File: config.mk
export PLATFORM = sky130hd
export DESIGN_NAME = ptr_sync_rd_gen
export DESIGN_NICKNAME = d
export VERILOG_FILES = /design/src/rtl/fifo_ptr_pkg.sv /design/src/rtl/sync_chain_n.sv /design/src/rtl/ptr_sync_rd_gen.sv
export SDC_FILE = /design/constraint.sdc
export NUM_CORES = 1
export LEC_CHECK = 0
export ABC_AREA = 1
export CORE_UTILIZATION = 48
export CTS_BUF_LIST = sky130_fd_sc_hd__clkbuf_8
export CTS_CLUSTER_DIAMETER = 200
export DETAILED_ROUTE_END_ITERATION = 16
export GPL_ROUTABILITY_DRIVEN = 1
export HOLD_SLACK_MARGIN = 0.03
export PLACE_DENSITY = 0.79
export SETUP_SLACK_MARGIN = 0.3
export SLEW_MARGIN = 10
export SYNTH_ARGS = -nofsm -noshare
export SYNTH_HDL_FRONTEND = slang
export SYNTH_SLANG_ARGS = --single-unit
export TNS_END_PERCENT = 30
File: constraint.sdc
create_clock -name rclk -period 4.1 [get_ports rclk]
set_clock_uncertainty 0.2 [all_clocks]
set_input_delay 0.41 -clock rclk [delete_from_list [all_inputs] [get_ports rclk]]
set_output_delay 0.41 -clock rclk [all_outputs]
set_load 0.02 [all_outputs]
File: src/rtl/fifo_ptr_pkg.sv
// Shared helpers for async-FIFO pointer handling: Gray conversion, synchroniser
// depth limits and sticky error-bit positions.
package fifo_ptr_pkg;

  localparam int unsigned STAGES_MIN = 2;
  localparam int unsigned STAGES_MAX = 4;

  localparam int unsigned ERR_JUMP = 0;
  localparam int unsigned ERR_OVF  = 1;

  // Widest pointer supported (ADDR_W up to 15 plus wrap bit); callers zero-extend.
  localparam int unsigned PTR_MAX_W = 16;

  function automatic logic [PTR_MAX_W-1:0] gray2bin(input logic [PTR_MAX_W-1:0] g);
    logic [PTR_MAX_W-1:0] b;
    b[PTR_MAX_W-1] = g[PTR_MAX_W-1];
    for (int i = PTR_MAX_W - 2; i >= 0; i--) begin
      b[i] = b[i+1] ^ g[i];
    end
    return b;
  endfunction

  function automatic logic [PTR_MAX_W-1:0] bin2gray(input logic [PTR_MAX_W-1:0] b);
    return b ^ (b >> 1);
  endfunction

endpackage

File: src/rtl/sync_chain_n.sv
// Bare N-flop synchroniser chain with synchronous active-high reset.
// Shared by the read-side and write-side pointer receivers.
module sync_chain_n #(
  parameter int unsigned WIDTH  = 1,
  parameter int unsigned STAGES = 2
) (
  input  logic             clk,
  input  logic             rst,
  input  logic [WIDTH-1:0] d,
  output logic [WIDTH-1:0] q
);

  logic [WIDTH-1:0] stage_q [STAGES];

  always_ff @(posedge clk) begin
    if (rst) begin
      for (int i = 0; i < int'(STAGES); i++) begin
        stage_q[i] <= '0;
      end
    end else begin
      stage_q[0] <= d;
      for (int i = 1; i < int'(STAGES); i++) begin
        stage_q[i] <= stage_q[i-1];
      end
    end
  end

  assign q = stage_q[STAGES-1];

endmodule

File: src/rtl/ptr_sync_rd_gen.sv
// Read-domain receiver for an async-FIFO write pointer: synchronise, decode,
// derive occupancy flags and flag integrity problems.
module ptr_sync_rd_gen
  import fifo_ptr_pkg::*;
#(
  parameter int unsigned ADDR_W   = 8,
  parameter int unsigned STAGES   = 2,
  parameter int unsigned AE_LEVEL = 4
) (
  input  logic              rclk,
  input  logic              rrst,
  input  logic [ADDR_W:0]   wptr,
  input  logic [ADDR_W:0]   rptr_bin,
  input  logic              err_clr,
  output logic [ADDR_W:0]   rq_wptr_gray,
  output logic [ADDR_W:0]   rq_wptr_bin,
  output logic [ADDR_W:0]   rd_count,
  output logic              rempty,
  output logic              ralmost_empty,
  output logic              wptr_upd,
  output logic [1:0]        sync_err
);

  localparam int unsigned PW = ADDR_W + 1;
  localparam logic [PW-1:0] FullCount = {1'b1, {ADDR_W{1'b0}}};
  localparam logic [PW-1:0] AeLevel   = PW'(AE_LEVEL);

  if (STAGES < STAGES_MIN || STAGES > STAGES_MAX) begin : g_bad_stages
    $fatal(1, "ptr_sync_rd_gen: STAGES=%0d outside %0d..%0d", STAGES, STAGES_MIN, STAGES_MAX);
  end

  logic [PW-1:0] gray_s;
  logic [PW-1:0] gprev_q;
  logic [PW-1:0] bin_q;
  logic          upd_q;
  logic [1:0]    err_q;
  logic [1:0]    err_set;

  sync_chain_n #(
    .WIDTH  (PW),
    .STAGES (STAGES)
  ) u_chain (
    .clk (rclk),
    .rst (rrst),
    .d   (wptr),
    .q   (gray_s)
  );

  // Occupancy is purely local: registered decode against the read pointer.
  assign rd_count      = bin_q - rptr_bin;
  assign rempty        = (rd_count == '0);
  assign ralmost_empty = (rd_count <= AeLevel);

  always_comb begin
    err_set           = '0;
    err_set[ERR_JUMP] = ($countones(gray_s ^ gprev_q) > 1);
    err_set[ERR_OVF]  = (rd_count > FullCount);
  end

  always_ff @(posedge rclk) begin
    if (rrst) begin
      gprev_q <= '0;
      bin_q   <= '0;
      upd_q   <= 1'b0;
      err_q   <= '0;
    end else begin
      bin_q   <= PW'(gray2bin(PTR_MAX_W'(gray_s)));
      gprev_q <= gray_s;
      upd_q   <= (gray_s != gprev_q);
      // A fresh error in the clear cycle survives.
      err_q   <= err_set | (err_q & {2{~err_clr}});
    end
  end

  assign rq_wptr_gray = gray_s;
  assign rq_wptr_bin  = bin_q;
  assign wptr_upd     = upd_q;
  assign sync_err     = err_q;

endmodule

After elaboration in Yosys (flattened, before gate mapping)
Memories as Yosys holds them, arrays and structs flattened.
Index checks and enable logic that the tools add are counted.
Widths: inputs -> output; s select.
{"block": "word_totals", "reg_bits": 21, "ramBits": 18, "input_bits": 21, "wordCells": 38, "n_memories": 1}
{"block": "classes", "addsub": 9, "n_lt_le_gt_ge": 3, "eq_ne": 1, "muxes": 5, "n_bitwise": 14, "reduce_logical": 1}
{"memory": "u_chain.stage_q", "depth": 2, "word_bits": 9, "read_ports": 2, "rd_ports_with_merged_regs": 0, "wr": 2, "line_no": "sync_chain_n.sv:13", "rtl": "logic [WIDTH-1:0] stage_q [STAGES];"}
{"cell": "$mux 9", "count": 2}
{"cell": "$gt 9x9->1 const B", "count": 1}
{"cell": "$le 9x3->1 const B", "count": 1}
{"cell": "$logic_not 9->1", "count": 1}
{"cell": "$ne 9x9->1", "count": 1}
{"cell": "$sub 9x9->9", "count": 1}
{"cell": "$xor 9x9->9", "count": 1}
{"cell": "$add 1x1->2", "count": 4}
{"cell": "$xor 1x1->1", "count": 8}
{"cell": "$add 2x2->3", "count": 2}
{"cell": "$add 4x1->5", "count": 1}
{"cell": "$gt 5x1->1 const B", "count": 1}
{"cell": "$add 3x3->4", "count": 1}
{"cell": "$mux 1", "count": 3}
{"cell": "$and 2x2->2", "count": 1}
{"cell": "$or 1x1->1", "count": 2}
{"cell": "$or 2x2->2", "count": 1}
{"cell": "$not 1->1", "count": 1}

Depth between registers and ports, before layout
Gate-level depths: netlist of the first run.
{"block": "depth", "word_depth": 8, "depth_mapped": 14}

By module
A second synthesis of the first run with hierarchy kept.
{"block": "hier_totals", "cells_unflattened": 256, "hier_area_um2": 2072.0}
{"module": "ptr_sync_rd_gen", "instances": 1, "cells_per_inst": 191, "area_each_um2": 1482.7, "seq_area_each_um2": 400.4}
{"module": "sync_chain_n", "instances": 1, "cells_per_inst": 65, "area_each_um2": 589.3, "seq_area_each_um2": 360.3}

Worst setup path after synthesis of the first run
No wires, ideal clock.
{"block": "synth_path", "kind": "reg-to-reg", "startpoint": "mem u_chain.stage_q[0][12] (netlist bit)", "endpoint": "reg err_q[0] (netlist: sync_err[0])", "setup_time_ns": 0.081, "t_arrival_ns": 3.211, "required_time_ns": 3.819, "setup_slack_ns": 0.608, "stages_incl_launch_ff": 10, "path_cell_list": "dfxtp_1 -> xor2_1 -> inv_1 -> fa_1 -> fa_1 -> fa_1 -> fa_1 -> fa_1 -> xor2_1 -> a41oi_1"}
{"item": "start: declaration", "line_no": "sync_chain_n.sv:13"}
{"item": "end signal: assignment", "line_no": "ptr_sync_rd_gen.sv:71", "rtl": "err_q <= err_set | (err_q & {2{~err_clr}});"}
{"item": "end: declaration", "line_no": "ptr_sync_rd_gen.sv:36", "rtl": "logic [1:0] err_q;"}

Worst setup path after layout of the first run
{"block": "layout_path", "startpoint": "in rptr_bin[0]", "endpoint": "out ralmost_empty"}
{"block": "layout_between", "elab_chain_cells": 2}
{"item": "start: declaration", "line_no": "ptr_sync_rd_gen.sv:13", "rtl": "input logic [ADDR_W:0] rptr_bin,"}
{"item": "$sub 9x9->9", "line_no": "ptr_sync_rd_gen.sv:50", "rtl": "assign rd_count = bin_q - rptr_bin;"}
{"item": "$le 9x3->1", "line_no": "ptr_sync_rd_gen.sv:52", "rtl": "assign ralmost_empty = (rd_count <= AeLevel);"}
{"item": "end: declaration", "line_no": "ptr_sync_rd_gen.sv:19", "rtl": "output logic ralmost_empty,"}
No other way between the ends.

==> results.json, run 1 <==
{
  "ant_nets": 0,
  "avgSynthCellArea_sq_um": 8.07,
  "grt_max_degree": 39,
  "grt_pass1_vias": 1539,
  "first_pass_iters": 4,
  "yosys.area.top_type": "dfxtp_1",
  "dpl_worst_slack_ns": 0.419,
  "area_delta_synth_final_pct": 29.0,
  "holdBufCountCts": 0,
  "syn_area_sq_um": 2060,
  "dr_total_vias": 1613,
  "p_leak_nw": 1.25,
  "clock_latency_ns": 0.29,
  "cts_tree": "built",
  "start_util": 0.507,
  "worstPathRequired_ns": 3.49,
  "fin_area_sq_um": 2660,
  "grt-ovfl-total": 0,
  "crit_chain": "clkdlybuf4s50_1 > ha_1 > fa_1 > o21ai_1 > nand2_1 > nor2_1 > nand3_1 > nand2_1 > xor2_1 > inv_1 > nor2_1 > clkdlybuf4s50_1",
  "cp_max_fo": 4,
  "num_antenna_cells": 0,
  "antenna_found_initial": 0,
  "regToRegStartpoint": "u_chain.stage_q[0][10]",
  "max_slew_margin": 0.758,
  "pwr_density_cell_nw_per_um2": 372,
  "ys_ff_latch": 38,
  "cp-end-kind": "primary output",
  "globalplace.congestion": 0.803,
  "final_util": 0.654,
  "grtUsageTotal": 0.177,
  "arrival_ns": 3.04,
  "slew_viol_final": 0,
  "design_power_total_mw": 0.987,
  "fin_nets": 339,
  "setup_ws_ns": 0.453,
  "die_h_um": 67.5,
  "synth-edff-count": 0,
  "clkTransAtPathRegs_ns": 0.07,
  "ys_warn_count": 0,
  "cts.path.max_buffers": 2,
  "rsz0062_at_grt": "true",
  "routed_via_density": 4.58,
  "setup_violations": 0,
  "post_dp_cell_area_sq_um": 2550,
  "drv_cap": 0,
  "cpMaxStageDelayCell": "clkdlybuf4s50_1",
  "whs_ns": 0.202,
  "yosys-top-cells-area": "dfxtp_1 37%, inv_1 9.5%, nor2_1 7.5%",
  "drc": 0,
  "hold_class": "flop to flop",
  "fin_cells": 352,
  "regToRegSetupSlack_ns": 0.47,
  "cts_setup_buffers": 0,
  "status": "complete, no violations",
  "syn_nets": 293,
  "cts_resized": 0,
  "drt_iter0_drc": 35,
  "cts_sinks": 38,
  "synthDistinctLibCells": 26,
  "fin_setup_tns_ns": 0,
  "portBuffers": 52,
  "numCtsBuffers": 5,
  "root_buffer": "clkbuf_8",
  "wl_per_cell_um": 10.3,
  "io-pin-count": 53,
  "core.rowCount": 23,
  "startpoint_type": "input pin",
  "synth.yosys.seq_area_share": 0.370,
  "fin_crit_ns": 3.65,
  "core_area_sq_um": 4060,
  "die_width_um": 67.5,
  "dieArea_sq_um": 4550,
  "htree_levels": 2,
  "dpl.cell_count": 344,
  "worst_slew_pin_slew_ns": 0.363,
  "fin_crit_sh": 0.890,
  "peakVddDrop_mv": 0.250,
  "synth_ff_type": "dfxtp_1",
  "async_flop_share": 0,
  "dpl.hpwl_mm": 2.86,
  "hp-start": "u_chain.stage_q[0][0]",
  "drive_gt1_frac": 0.109,
  "synthCells": 255,
  "synth_top_area_share": 0.370,
  "drt-total-wl_mm": 3.62,
  "hold_viol": 0,
  "grt_pass1_wl_mm": 6.02,
  "max_freq_mhz": 274,
  "critPathKind": "input pin to primary output",
  "slowest_delay_ns": 0.60,
  "worstSetupStartpoint": "rptr_bin[0]"
}
## worst max-delay path, delay by kind of cell
family | cells | cell delay (ns)
compound gates | 1 | 0.22
buf+inv | 3 | 1.10
xor+xnor | 1 | 0.14
fa+ha+maj | 2 | 0.65
simple gates | 5 | 0.52
## cell usage in the layout, fill, tap and decap left out, types with 8 or more instances in the layout
cell type,instances
inv_1,52
nor2_1,41
nand3_1,9
xor2_1,8
nand2_1,23
clkdlybuf4s50_1,51
a21oi_1,12
ha_1,11
nand3_2,11
dfxtp_1,37
## synth_stat cells (all sizes together), types with 5 or more instances
master   n
a21oi   12
buf     10
dfxtp   38
fa       6
ha      11
inv     54
nand2   30
nand3   21
nor2    41
o21ai    5
xnor2    8
xor2     8
## kinds of logic after synthesis
| kind of cell | count (synthesis) | synth area share |
|---|---|---|
| flip-flops | 38 | 0.370 |
| AO/OA/AOI/OAI | 20 | 0.0547 |
| adder cells (fa/ha/maj) | 17 | 0.125 |
| AND/OR/NAND/NOR | 96 | 0.235 |
| XOR/XNOR | 16 | 0.0681 |
| buffers and inverters | 68 | 0.147 |
## per-layer routing
metal  track usage  routed length, um  vias to the layer above
met1         0.188               1640                      693
met4        0.0904                 85                        0
met3        0.0507                250                        8
met2         0.316               1640                       58
li1              -                  -                      854
met5             0                  0                        -
## final timing paths
| path | end | cells after the start |
|---|---|---|
| hold / removal | u_chain.stage_q[0][9] | 2 |
| hold reg to reg | u_chain.stage_q[0][9] | 2 |
| setup / recovery | ralmost_empty | 12 |
| setup reg to reg | sync_err[0] | 8 |
## flip-flops by register name, indices dropped and copies added (netlist names)
signal           flops
sync_err             2
u_chain.stage_q     18
gprev_q              9
rq_wptr_bin          8
wptr_upd             1
## layout make-up
class	count	area, sq um
Fill cell	344	1400
Multi-Input combinational cell	149	1000
Sequential cell	38	762
Timing Repair Buffer	53	531
Inverter	54	203
Clock buffer	6	82.6
Tap cell	50	62.6
Clock inverter	2	12.5
## where the power goes
part | internal, mW | total, mW | switching [mW]
Clock | 0.135 | 0.262 | 0.127
Combinational | 0.147 | 0.318 | 0.171
Sequential | 0.393 | 0.407 | 0.0145
Total | 0.675 | 0.987 | 0.313
Power figures use the tool's default switching activity.
==> inputs of run 2 (changes only) <==
CAP_MARGIN = 5   (was unset)
CTS_CLUSTER_DIAMETER = unset   (was 200)
==> results of run 2 <==
Final layout, timing and power as in run 1 (identical DEF).
==> inputs of run 3 (changes only) <==
CTS_CLUSTER_DIAMETER = 120   (was unset)
SETUP_SLACK_MARGIN = unset   (was 0.3)
SLEW_MARGIN = 25   (was 10)
==> run 3 against run 2 <==
  * Die area is the same
  * Sequential power about the same
  * Critical path depth down 3
  * Utilization down 0.28 points
  * Worst hold slack barely moved
  * First-iteration DRC count is 40% lower
  * Non-clock buffer count stayed put
  * Via count is 0.19% lower
==> results.json, run 3 (synthesis gave the netlist of run 1 again) <==
{
  "status": "complete, no violations",
  "rsz0062_at_grt": "false",
  "clkTransAtPathRegs_ns": 0.07,
  "cts_setup_buffers": 0,
  "hold_viol": 0,
  "fin_crit_sh": 0.897,
  "hp-start": "u_chain.stage_q[0][0]",
  "portBuffers": 52,
  "drt-total-wl_mm": 3.62,
  "regToRegSetupSlack_ns": 0.42,
  "design_power_total_mw": 0.987,
  "core.rowCount": 23,
  "num_antenna_cells": 0,
  "regToRegStartpoint": "u_chain.stage_q[0][12]",
  "grt_pass1_wl_mm": 6.02,
  "dr_total_vias": 1610,
  "ant_nets": 0,
  "worstPathRequired_ns": 4.06,
  "fin_setup_tns_ns": 0,
  "drt_iter0_drc": 21,
  "grt_pass1_vias": 1539,
  "cts_resized": 0,
  "pwr_density_cell_nw_per_um2": 373,
  "fin_area_sq_um": 2640,
  "p_leak_nw": 1.23,
  "post_dp_cell_area_sq_um": 2550,
  "reg2reg_depth": 9,
  "cp-end-kind": "flop",
  "largest_reg_flops": 18,
  "grt_use_met2": 0.316,
  "startpoint_type": "flop",
  "grt_max_degree": 39,
  "grt-ovfl-total": 0,
  "wl_per_cell_um": 10.3,
  "gr-usage-met3": 0.0507,
  "cts_sinks": 38,
  "top_usage_layer": "met2",
  "cts.path.max_buffers": 2,
  "max_freq_mhz": 272,
  "fin_crit_ns": 3.68,
  "io-pin-count": 53,
  "die_width_um": 67.5,
  "min_path_cells": 2,
  "core_area_sq_um": 4060,
  "slew_viol_final": 0,
  "grtUsageTotal": 0.177,
  "start_util": 0.507,
  "globalplace.congestion": 0.803,
  "hold_class": "flop to flop",
  "drive_gt1_frac": 0.103,
  "dieArea_sq_um": 4550,
  "numCtsBuffers": 5,
  "drv_cap": 0,
  "holdBufCountCts": 0,
  "die_h_um": 67.5,
  "antenna_found_initial": 0,
  "worstReg2RegEnd": "sync_err[0]",
  "final_cell_mix": "52 x inv_1, 52 x clkdlybuf4s50_1, 41 x nor2_1",
  "area_delta_synth_final_pct": 28.5,
  "top_register": "u_chain.stage_q",
  "globalRouteMet1Util": 0.188,
  "routed_via_density": 4.57,
  "arrival_ns": 3.64,
  "first_pass_iters": 4,
  "drc": 0,
  "cts_tree": "built",
  "critPathKind": "flop to flop",
  "max_slew_margin": 0.756,
  "cp_max_fo": 5,
  "fin_nets": 339,
  "clock_latency_ns": 0.29,
  "htree_levels": 2,
  "dpl.hpwl_mm": 2.86,
  "worst_slew_pin_slew_ns": 0.366,
  "setup_violations": 0,
  "root_buffer": "clkbuf_8",
  "fill_cells": 349,
  "final_util": 0.652,
  "min_to": "u_chain.stage_q[0][9]",
  "peakVddDrop_mv": 0.251
}
==> run 3: cell types whose count changed in the layout (fill, tap and decap cells not counted) <==
cell             previous run  this run
dfxtp_1                    37        38
dlymetal6s2s_1              1         0
dfxtp_2                     1         0
clkdlybuf4s50_1            51        52
xnor2_1                     7         8
xnor2_2                     1         0
==> run 3: final cells by class <==
| type | count | area (sq um) | area share |
|---|---|---|---|
| timing repair buffer | 53 | 528 | 0.200 |
| tap | 50 | 62.6 | 0.0237 |
| clock inverter | 2 | 12.5 | 0.00473 |
| clock buffer | 6 | 82.6 | 0.0312 |
| sequential | 38 | 761 | 0.288 |
| inverter | 54 | 203 | 0.0767 |
| multi-input combinational | 149 | 995 | 0.376 |
==> run 3: worst max-delay path, stage by stage (launching register included) <==
cell     delay, ns
dfxtp_1       0.43
xor2_1        0.17
inv_1         0.08
fa_1          0.47
fa_1          0.52
fa_1          0.52
fa_1          0.47
fa_1          0.39
xor2_1        0.16
a41oi_1       0.12
==> run 3: where the power goes <==
| part | internal (mW) | switching, mW | total, mW | leakage, nW |
|---|---|---|---|---|
| sequential | 0.393 | 0.0144 | 0.407 | 0.314 |
| clock | 0.135 | 0.128 | 0.263 | 0.0472 |
| combinational | 0.147 | 0.171 | 0.318 | 0.869 |
==> run 3: worst max-delay path by stage <==
stage	startpoint	endpoint	slack [ns]	cells after the start
floorplan	u_chain.stage_q[0][12]	sync_err[0]	0.61	9
global placement	u_chain.stage_q[0][9]	sync_err[0]	0.49	8
detailed placement	u_chain.stage_q[0][9]	sync_err[0]	0.42	8
CTS	u_chain.stage_q[0][9]	sync_err[0]	0.40	8
global route	u_chain.stage_q[0][9]	sync_err[0]	0.23	8
finish	u_chain.stage_q[0][12]	sync_err[0]	0.42	9
==> run 3: layer usage <==
metal	wire (um)	share of wire	vias to the layer above
li1	-	-	854
met1	1650	0.46	690
met2	1630	0.45	58
met3	246	0.068	8
met4	85	0.024	0
met5	0	0	-
==> run 3: stage by stage <==
step,hold slack (ns),setup slack [ns],cells
floorplan,0.188,0.608,255
finish,0.203,0.421,352
CTS,0.204,0.395,352
global route,0.213,0.226,352
global placement,0.188,0.488,344
detailed placement,0.194,0.419,344
